<file path="src/rtl/instr_dispatch_if.sv">
// Dispatcher-to-environment bundle: instruction handshake, unit start/done
// strobes, held operand fields and status outputs.
interface instr_dispatch_if;
    logic [15:0] instr;
    logic        instr_valid;
    logic        instr_ready;
    logic        start_move;
    logic        start_add;
    logic        start_sub;
    logic        start_ldi;
    logic        done_move;
    logic        done_add;
    logic        done_sub;
    logic        done_ldi;
    logic [5:0]  ri;
    logic [5:0]  rj;
    logic        busy;
    logic        retire;
    logic        err_illegal;
    logic        err_timeout;
    logic [7:0]  retired_count;

    modport master (
        output instr, instr_valid, done_move, done_add, done_sub, done_ldi,
        input  instr_ready, start_move, start_add, start_sub, start_ldi,
               ri, rj, busy, retire, err_illegal, err_timeout, retired_count
    );

    modport slave (
        input  instr, instr_valid, done_move, done_add, done_sub, done_ldi,
        output instr_ready, start_move, start_add, start_sub, start_ldi,
               ri, rj, busy, retire, err_illegal, err_timeout, retired_count
    );
endinterface

</file>
<file path="src/rtl/instr_dispatch.sv">
// Single-issue instruction dispatcher: decodes one instruction at a time, starts
// the matching execution unit, waits for its done (bounded) and retires it.
module instr_dispatch #(
    parameter int TIMEOUT = 15
) (
    input  logic           clk,
    input  logic           reset,
    instr_dispatch_if.slave bus
);
    typedef enum logic [1:0] {
        IDLE   = 2'd0,
        ISSUE  = 2'd1,
        WAIT   = 2'd2,
        RETIRE = 2'd3
    } state_t;

    localparam logic [7:0] LAST_WAIT = 8'(TIMEOUT - 1);

    state_t      state_reg;
    logic [3:0]  sel_reg;          // one-hot unit select: {ldi, sub, add, move}
    logic [3:0]  start_reg;
    logic [7:0]  wait_cnt_reg;
    logic [5:0]  ri_reg;
    logic [5:0]  rj_reg;
    logic        instr_ready_reg;
    logic        busy_reg;
    logic        retire_reg;
    logic        err_illegal_reg;
    logic        err_timeout_reg;
    logic [7:0]  retired_count_reg;

    logic [3:0]  sel_decode;
    logic [3:0]  done_vec;
    logic        sel_done;

    always_comb begin
        sel_decode = 4'b0000;
        case (bus.instr[15:12])
            4'b0111: sel_decode = 4'b0001;
            4'b0010: sel_decode = 4'b0010;
            4'b0011: sel_decode = 4'b0100;
            4'b0001: sel_decode = 4'b1000;
            default: sel_decode = 4'b0000;
        endcase
    end

    // Only the latched unit's done can complete the instruction.
    assign done_vec = {bus.done_ldi, bus.done_sub, bus.done_add, bus.done_move};
    assign sel_done = |(sel_reg & done_vec);

    always_ff @(posedge clk or posedge reset) begin
        if (reset) begin
            state_reg         <= IDLE;
            sel_reg           <= 4'b0000;
            start_reg         <= 4'b0000;
            wait_cnt_reg      <= 8'd0;
            ri_reg            <= 6'd0;
            rj_reg            <= 6'd0;
            instr_ready_reg   <= 1'b1;
            busy_reg          <= 1'b0;
            retire_reg        <= 1'b0;
            err_illegal_reg   <= 1'b0;
            err_timeout_reg   <= 1'b0;
            retired_count_reg <= 8'd0;
        end else begin
            start_reg       <= 4'b0000;
            retire_reg      <= 1'b0;
            err_illegal_reg <= 1'b0;
            err_timeout_reg <= 1'b0;
            case (state_reg)
                IDLE: begin
                    if (bus.instr_valid) begin
                        if (|sel_decode) begin
                            sel_reg         <= sel_decode;
                            start_reg       <= sel_decode;
                            ri_reg          <= bus.instr[11:6];
                            rj_reg          <= bus.instr[5:0];
                            state_reg       <= ISSUE;
                            instr_ready_reg <= 1'b0;
                            busy_reg        <= 1'b1;
                        end else begin
                            err_illegal_reg <= 1'b1;
                        end
                    end
                end
                ISSUE: begin
                    wait_cnt_reg <= 8'd0;
                    state_reg    <= WAIT;
                end
                WAIT: begin
                    // A done arriving on the final allowed cycle still retires.
                    if (sel_done) begin
                        state_reg         <= RETIRE;
                        retire_reg        <= 1'b1;
                        retired_count_reg <= retired_count_reg + 8'd1;
                        wait_cnt_reg      <= 8'd0;
                    end else if (wait_cnt_reg == LAST_WAIT) begin
                        state_reg       <= IDLE;
                        err_timeout_reg <= 1'b1;
                        instr_ready_reg <= 1'b1;
                        busy_reg        <= 1'b0;
                        wait_cnt_reg    <= 8'd0;
                    end else begin
                        wait_cnt_reg <= wait_cnt_reg + 8'd1;
                    end
                end
                RETIRE: begin
                    state_reg       <= IDLE;
                    instr_ready_reg <= 1'b1;
                    busy_reg        <= 1'b0;
                end
                default: begin
                    state_reg       <= IDLE;
                    instr_ready_reg <= 1'b1;
                    busy_reg        <= 1'b0;
                end
            endcase
        end
    end

    assign bus.instr_ready   = instr_ready_reg;
    assign bus.start_move    = start_reg[0];
    assign bus.start_add     = start_reg[1];
    assign bus.start_sub     = start_reg[2];
    assign bus.start_ldi     = start_reg[3];
    assign bus.ri            = ri_reg;
    assign bus.rj            = rj_reg;
    assign bus.busy          = busy_reg;
    assign bus.retire        = retire_reg;
    assign bus.err_illegal   = err_illegal_reg;
    assign bus.err_timeout   = err_timeout_reg;
    assign bus.retired_count = retired_count_reg;
endmodule

</file>
<file path="src/flat_wrapper.sv">
// flat-port wrapper written by rule: the top's interface ports become plain ports
module instr_dispatch_flat 
#(
    parameter int TIMEOUT = 15
)
  (clk, reset, bus_instr, bus_instr_valid, bus_done_move, bus_done_add, bus_done_sub, bus_done_ldi, bus_instr_ready, bus_start_move, bus_start_add, bus_start_sub, bus_start_ldi, bus_ri, bus_rj, bus_busy, bus_retire, bus_err_illegal, bus_err_timeout, bus_retired_count);
  instr_dispatch_if bus_i ();
  input  logic clk;
  input  logic reset;
  input wire logic [$bits(bus_i.instr)-1:0] bus_instr;
  input wire logic [$bits(bus_i.instr_valid)-1:0] bus_instr_valid;
  input wire logic [$bits(bus_i.done_move)-1:0] bus_done_move;
  input wire logic [$bits(bus_i.done_add)-1:0] bus_done_add;
  input wire logic [$bits(bus_i.done_sub)-1:0] bus_done_sub;
  input wire logic [$bits(bus_i.done_ldi)-1:0] bus_done_ldi;
  output wire logic [$bits(bus_i.instr_ready)-1:0] bus_instr_ready;
  output wire logic [$bits(bus_i.start_move)-1:0] bus_start_move;
  output wire logic [$bits(bus_i.start_add)-1:0] bus_start_add;
  output wire logic [$bits(bus_i.start_sub)-1:0] bus_start_sub;
  output wire logic [$bits(bus_i.start_ldi)-1:0] bus_start_ldi;
  output wire logic [$bits(bus_i.ri)-1:0] bus_ri;
  output wire logic [$bits(bus_i.rj)-1:0] bus_rj;
  output wire logic [$bits(bus_i.busy)-1:0] bus_busy;
  output wire logic [$bits(bus_i.retire)-1:0] bus_retire;
  output wire logic [$bits(bus_i.err_illegal)-1:0] bus_err_illegal;
  output wire logic [$bits(bus_i.err_timeout)-1:0] bus_err_timeout;
  output wire logic [$bits(bus_i.retired_count)-1:0] bus_retired_count;
  assign bus_i.instr = bus_instr;
  assign bus_i.instr_valid = bus_instr_valid;
  assign bus_i.done_move = bus_done_move;
  assign bus_i.done_add = bus_done_add;
  assign bus_i.done_sub = bus_done_sub;
  assign bus_i.done_ldi = bus_done_ldi;
  assign bus_instr_ready = bus_i.instr_ready;
  assign bus_start_move = bus_i.start_move;
  assign bus_start_add = bus_i.start_add;
  assign bus_start_sub = bus_i.start_sub;
  assign bus_start_ldi = bus_i.start_ldi;
  assign bus_ri = bus_i.ri;
  assign bus_rj = bus_i.rj;
  assign bus_busy = bus_i.busy;
  assign bus_retire = bus_i.retire;
  assign bus_err_illegal = bus_i.err_illegal;
  assign bus_err_timeout = bus_i.err_timeout;
  assign bus_retired_count = bus_i.retired_count;
  instr_dispatch #(.TIMEOUT(TIMEOUT)) u_core (.clk(clk), .reset(reset), .bus(bus_i));
endmodule
</file>
<file path="config.mk">
export PLATFORM = sky130hd
export DESIGN_NAME = instr_dispatch_flat
export DESIGN_NICKNAME = d
export VERILOG_FILES = /design/src/rtl/instr_dispatch_if.sv /design/src/rtl/instr_dispatch.sv /design/src/flat_wrapper.sv
export SDC_FILE = /design/constraint.sdc
export NUM_CORES = 1
export LEC_CHECK = 0
export CAP_MARGIN = 25
export CORE_MARGIN = 4
export CORE_UTILIZATION = 45
export CTS_BUF_LIST = sky130_fd_sc_hd__clkbuf_8
export CTS_CLUSTER_DIAMETER = 50
export DETAILED_ROUTE_END_ITERATION = 7
export PLACE_DENSITY = 0.74
export SLEW_MARGIN = 30
export SYNTH_ARGS = -nofsm -noshare
export SYNTH_HDL_FRONTEND = slang
export SYNTH_SLANG_ARGS = --single-unit
</file>
<file path="constraint.sdc">
create_clock -name clk -period 2.4 [get_ports clk]
set_input_delay 0.72 -clock clk [delete_from_list [all_inputs] [get_ports clk]]
set_output_delay 0.72 -clock clk [all_outputs]
set_load 0.1 [all_outputs]
</file>
# [After elaboration in Yosys (flattened, before gate mapping)]
# Index checks and enable logic that the tools add are counted.
[op_classes] n_addsub=2 multipliers=0 n_div=0 n_lt_le_gt_ge=0 eq_ne=13 shifts=0 n_mux=30 bitwise_logic=1 reduce_logical=9
[ops] cell="adder 8 x 1 -> 8 bit (second input constant)" count=2
[ops] cell="2-to-1 mux 1 bit" count=16
[ops] cell="2-to-1 mux 8 bit" count=2
[ops] cell="one-hot mux 4 bit (4 select lines)" count=1
[ops] cell="one-hot mux 8 bit (2 select lines)" count=1
[ops] cell="2-to-1 mux 4 bit" count=3
[ops] cell="equality test 4 x 2 -> 1 bit (second input constant)" count=2
[ops] cell="equality test 8 x 4 -> 1 bit (second input constant)" count=1
[ops] cell="2-to-1 mux 2 bit" count=4
[ops] cell="one-hot mux 2 bit (4 select lines)" count=1
[ops] cell="OR reduction 4 bit" count=2
[ops] cell="one-hot mux 1 bit (3 select lines)" count=2
[ops] cell="AND reduction 3 bit" count=2
[ops] cell="AND reduction 5 bit" count=1
[ops] cell="bitwise AND 4 bit" count=1
[ops] cell="equality test 2 bit (second input constant)" count=2
[ops] cell="equality test 4 x 1 -> 1 bit (second input constant)" count=1
[ops] cell="equality test 4 x 3 -> 1 bit (second input constant)" count=1
[ops] cell="!= test 2 x 1 -> 1 bit (second input constant)" count=2
[ops] cell="!= test 2 bit (second input constant)" count=2
[ops] cell="!= test 3 x 1 -> 1 bit (second input constant)" count=1
[ops] cell="nonzero test 3 bit" count=1
[ops] cell="equality test 2 x 1 -> 1 bit (second input constant)" count=1
[ops] cell="zero test 2 bit" count=1
[ops] cell="2 further kinds" count=2
[totals] ff_bits=43 latch_bits=0 ram_bits=0 mem_bits_ro=0 in_bits=23 out_inout_bits=29 elab_cells=67 n_memories=0

# [Logic depth before layout (Yosys ltp)]
[logic_depth] depth_word=6 depth_mapped=7 depth_no_buf=7

# [Worst setup path after synthesis]
# Ideal clock, no wire load.
[synth_timing] path_kind="reg-to-reg" startpoint="register u_core.retired_count_reg[3], in the netlist u_core.bus.retired_count[3]" endpoint="register u_core.retired_count_reg[7], in the netlist u_core.bus.retired_count[7]" setup_ps=161 t_arrival_ps=1571 t_required_ps=2239 setup_slack_ps=668 path_stages_with_launch=5 n_path_buf=0 period_less_slack_ps=1732 path_cell_list="dfrtp_1 and3_1 nand2_1 nor3_1 xor2_1"
[synth_via] elab_chain_len=1
[synth_rtl] element="from (decl)" line_no="instr_dispatch.sv:30" text="logic [7:0] retired_count_reg;"
[synth_rtl] element="from (signal assigned)" line_no="instr_dispatch.sv:95" text="retired_count_reg <= retired_count_reg + 8'd1;"
[synth_rtl] element="adder 8 x 1 -> 8 bit" line_no="instr_dispatch.sv:95"
# Every way passes these cells.
# A chain may end at the register's enable or synchronous reset.

# [Final worst setup path]
[layout_timing] startpoint="input port bus_instr[12]" endpoint="register u_core.state_reg[1]"
[layout_via] elab_chain_len=5 word_cells_on_any_way=8 cone_classes="eq/ne: 5; mux: 1; reduce/logical: 2"
[layout_rtl] element="from (decl)" line_no="flat_wrapper.sv:10" text="input wire logic [$bits(bus_i.instr)-1:0] bus_instr;"
[layout_rtl] element="equality test 4 x 1 -> 1 bit, or another cell as far along" line_no="instr_dispatch.sv:38" text="case (bus.instr[15:12])"
[layout_rtl] element="one-hot mux 4 bit (4 select lines) (*)" line_no="instr_dispatch.sv:38"
[layout_rtl] element="OR reduction 4 bit (*)" line_no="instr_dispatch.sv:73" text="if (|sel_decode) begin"
[layout_rtl] element="!= test 2 x 1 -> 1 bit (no line) (*)"
[layout_rtl] element="AND reduction 3 bit (no line) (*)"
[layout_rtl] element="to (signal assigned)" line_no="instr_dispatch.sv:53" text="state_reg <= IDLE;"
[layout_rtl] element="to (signal assigned)" line_no="instr_dispatch.sv:78" text="state_reg <= ISSUE;"
[layout_rtl] element="to (signal assigned)" line_no="instr_dispatch.sv:88" text="state_reg <= WAIT;"
[layout_rtl] element="to (decl)" line_no="instr_dispatch.sv:19" text="state_t state_reg;"
# Mark *: on every way between the ends. The rest lies on a longest branch, timed or not.

==> results.sh <==
export IMPL_ys_warn_count=0
export IMPL_vias=1428
export IMPL_synth_cells=174
export IMPL_finalWorstSetupSlack_ns=0.414
export IMPL_clk_pin_slew_worst_paths_ns=0.08
export IMPL_hp_start="u_core.bus.retired_count[7]$_DFFE_PP0P_"
export IMPL_cts_tree="yes"
export IMPL_path_cells="clkdlybuf4s50_1, nand2b_2, a311oi_2, o21bai_4, o21ai_1, o31ai_1"
export IMPL_post_synth_num_cell_types=42
export IMPL_p_int_mw=1.75
export IMPL_cts_hold_buf=0
export IMPL_cp_start_kind="input port"
export IMPL_cp_slowest_cell="clkdlybuf4s50_1"
export IMPL_hold_violations=0
export IMPL_place_gp_congestion=0.822
export IMPL_antenna_found_initial=0
export IMPL_hp_class="flip-flop to flip-flop"
export IMPL_drive_gt1_share_pct=25.5
export IMPL_ctsHtreeMaxLevel=2
export IMPL_io_buffers=51
export IMPL_drt_wl_total_um=3830
export IMPL_cap_violations=0
export IMPL_area_growth_pct=31.2
export IMPL_fin_skew_ns=0.00780
export IMPL_synthTopCellsByArea="dfrtp_1 (52%), mux2_4 (5.2%), ha_1 (5.0%), nand2_1 (3.4%), mux2_1 (2.8%)"
export IMPL_swShare_pct=53.5
export IMPL_pre_cts_ws_ns=0.114
export IMPL_end_kind="flip-flop"
export IMPL_die_area_um2=5610
export IMPL_syn_nets=205
export IMPL_track_usage_pct=14.7
export IMPL_clkPwrFrac_pct=11.5
export IMPL_criticalPathCategory="input port to flip-flop"
export IMPL_synth_seq_cells=43
export IMPL_slew_viol_final=0
export IMPL_ys_top_cells_by_count="dfrtp_1 (42), nand2_1 (18), nor2_1 (11), inv_1 (10), ha_1 (8)"
export IMPL_ff2ff_path_depth=5
export IMPL_whs_path_depth=1
export IMPL_grt_max_degree=44
export IMPL_die_w_um=74.9
export IMPL_first_global_vias=1439
export IMPL_start_util_pct=46.2
export IMPL_globalRouteOverflowTotal=0
export IMPL_clk_latency_ns=0.28
export IMPL_synth_ff_type="dfrtp_1"
export IMPL_fin_crit_ns=1.99
export IMPL_cp_top_family="compound AO/OA/AOI/OAI gates"
export IMPL_worstHoldEndpoint="u_core.bus.retired_count[7]$_DFFE_PP0P_"
export IMPL_setup_tns_ns=0
export IMPL_std_cell_rows=24
export IMPL_setup_violations_final=0
export IMPL_tritoncts_num_buffers=5
export IMPL_status="completed"
export IMPL_dp_hpwl_um=2850
export IMPL_slew_headroom_pct=77.2
export IMPL_cts_path_max_buffers=2
export IMPL_finalNetCount=265
export IMPL_clock_sinks=43
export IMPL_synth_edff_count=0
export IMPL_drt_pass1_iter_count=4
export IMPL_synth_seq_area_share_pct=53.5
export IMPL_ctsResizeCount=0
export IMPL_ios=52
export IMPL_die_h_um=74.9
export IMPL_post_route_period_util_pct=82.7
export IMPL_worstMarginPinSlew_ns=0.339
export IMPL_ant_nets=0
export IMPL_drt_iter0_markers=38
export IMPL_grt_pass1_wl_um=6300
export IMPL_seq_area_um2=1080
export IMPL_fillers=365
export IMPL_grt_setup_unrepaired="no"
export IMPL_crit_required_ns=2.58
export IMPL_leakagePower_nw=1.31
export IMPL_combPwrFrac_pct=59.2
export IMPL_multi_input_area_um2=880
export IMPL_cp_arrival_ns=2.17
export IMPL_wl_per_cell_um=13.3
export IMPL_fmax_ghz=0.504
export IMPL_crit_buf_inv=1
export IMPL_clockRootBuffer="clkbuf_8"
export IMPL_yosysMostFrequentCell="dfrtp_1"
export IMPL_p_per_area_nw_per_um2=1420
export IMPL_netlist_area_leader_share_pct=52.2
export IMPL_netlist_top_cell_by_area="dfrtp_1"
export IMPL_synth_avg_cell_area_um2=11.6
export IMPL_drc=0
export IMPL_path_max_fanout=5
export IMPL_post_cts_buffers=0
export IMPL_viasPerCell=4.98
export IMPL_core_um2=4350
export IMPL_reg2reg_to="u_core.bus.rj[1]$_DFFE_PP0P_"
export IMPL_ir_drop_v=0.000888
export IMPL_reg2reg_slack_ns=0.68
export IMPL_max_stage_delay_ns=0.47
export IMPL_synthesis_area_um2=2010
export IMPL_n_antenna_cell=0
export IMPL_r2r_start="u_core.state_reg[0]$_DFFE_PP0P_"
export IMPL_p_sw_mw=2.01
export IMPL_seqPwrFrac_pct=29.3
export IMPL_synthArstFlopShare_pct=100
==> layout by cell type, fill, tap and decap left out, drive strengths merged, types with 5 or more instances in the layout <==
master and count:
o21ai 6, inv 11, clkbuf 5, nand2 19, nor2 11, buf 33
nand3 7, ha 8, and3 5, mux2 13, xnor2 5, a21oi 7
clkdlybuf4s50 22, dfrtp 42
==> through the flow <==
stage          power, mW  hold slack [ns]  instance area, µm²  utilization [%]  std cells
6_report            3.76            0.472                2640             60.7        287
4_1_cts             3.80            0.477                2640             60.7        287
3_5_place_dp        3.36            0.466                2560             58.7        279
5_1_grt             3.96            0.494                2640             60.7        287
3_3_place_gp        3.33            0.461                2560             58.7        279
2_1_floorplan       2.85            0.450                2010                -        174
==> logic make-up after synthesis <==
| group | synth area share [%] |
|---|---|
| AO/OA/AOI/OAI | 9.26 |
| XOR/XNOR | 3.92 |
| adder cells (fa/ha/maj) | 4.97 |
| buffers and inverters | 2.80 |
| flip-flops | 53.5 |
| multiplexers | 9.07 |
| AND/OR/NAND/NOR | 16.5 |
==> worst max-delay path by stage <==
stage	from	to	slack [ns]	cells after the start
after floorplan	u_core.bus.retired_count[3]$_DFFE_PP0P_	u_core.bus.retired_count[7]$_DFFE_PP0P_	0.67	4
after global placement	bus_instr_valid	u_core.state_reg[0]$_DFFE_PP0P_	0.15	6
after detailed placement	bus_instr[12]	u_core.bus.rj[1]$_DFFE_PP0P_	0.11	6
after CTS	bus_instr[12]	u_core.state_reg[1]$_DFFE_PP0P_	0.41	6
after global routing	bus_instr_valid	u_core.state_reg[1]$_DFFE_PP0P_	0.29	6
final	bus_instr[12]	u_core.state_reg[1]$_DFFE_PP0P_	0.41	6
==> area by class of cell <==
type	instances	share of cell area (%)
Clock buffer	5	2.61
Timing Repair Buffer	55	18.7
Multi-Input combinational cell	118	33.3
Inverter	11	1.56
Tap cell	52	2.46
Sequential cell	43	40.8
Clock inverter	3	0.616
==> power groups by stage <==
stage               sequential [mW]  clock (mW)  combinational, mW
CTS                            1.11       0.455               2.24
global placement               1.12           0               2.21
finish                         1.10       0.432               2.23
detailed placement             1.12           0               2.24
floorplan                      2.26           0              0.586
global route                   1.13       0.480               2.34
==> metal layers <==
layer / routed length (µm) / global-route usage (%) / part of all wire, % / up-vias
met2: 1740 / 25.0 / 46 / 36
met4: 40 / 4.15 / 1.0 / 0
met1: 1740 / 18.0 / 45 / 662
met5: 0 / 0 / 0 / -
met3: 304 / 4.67 / 7.9 / 4
li1: - / - / - / 726
No activity file was read; power rests on OpenSTA's default activity.
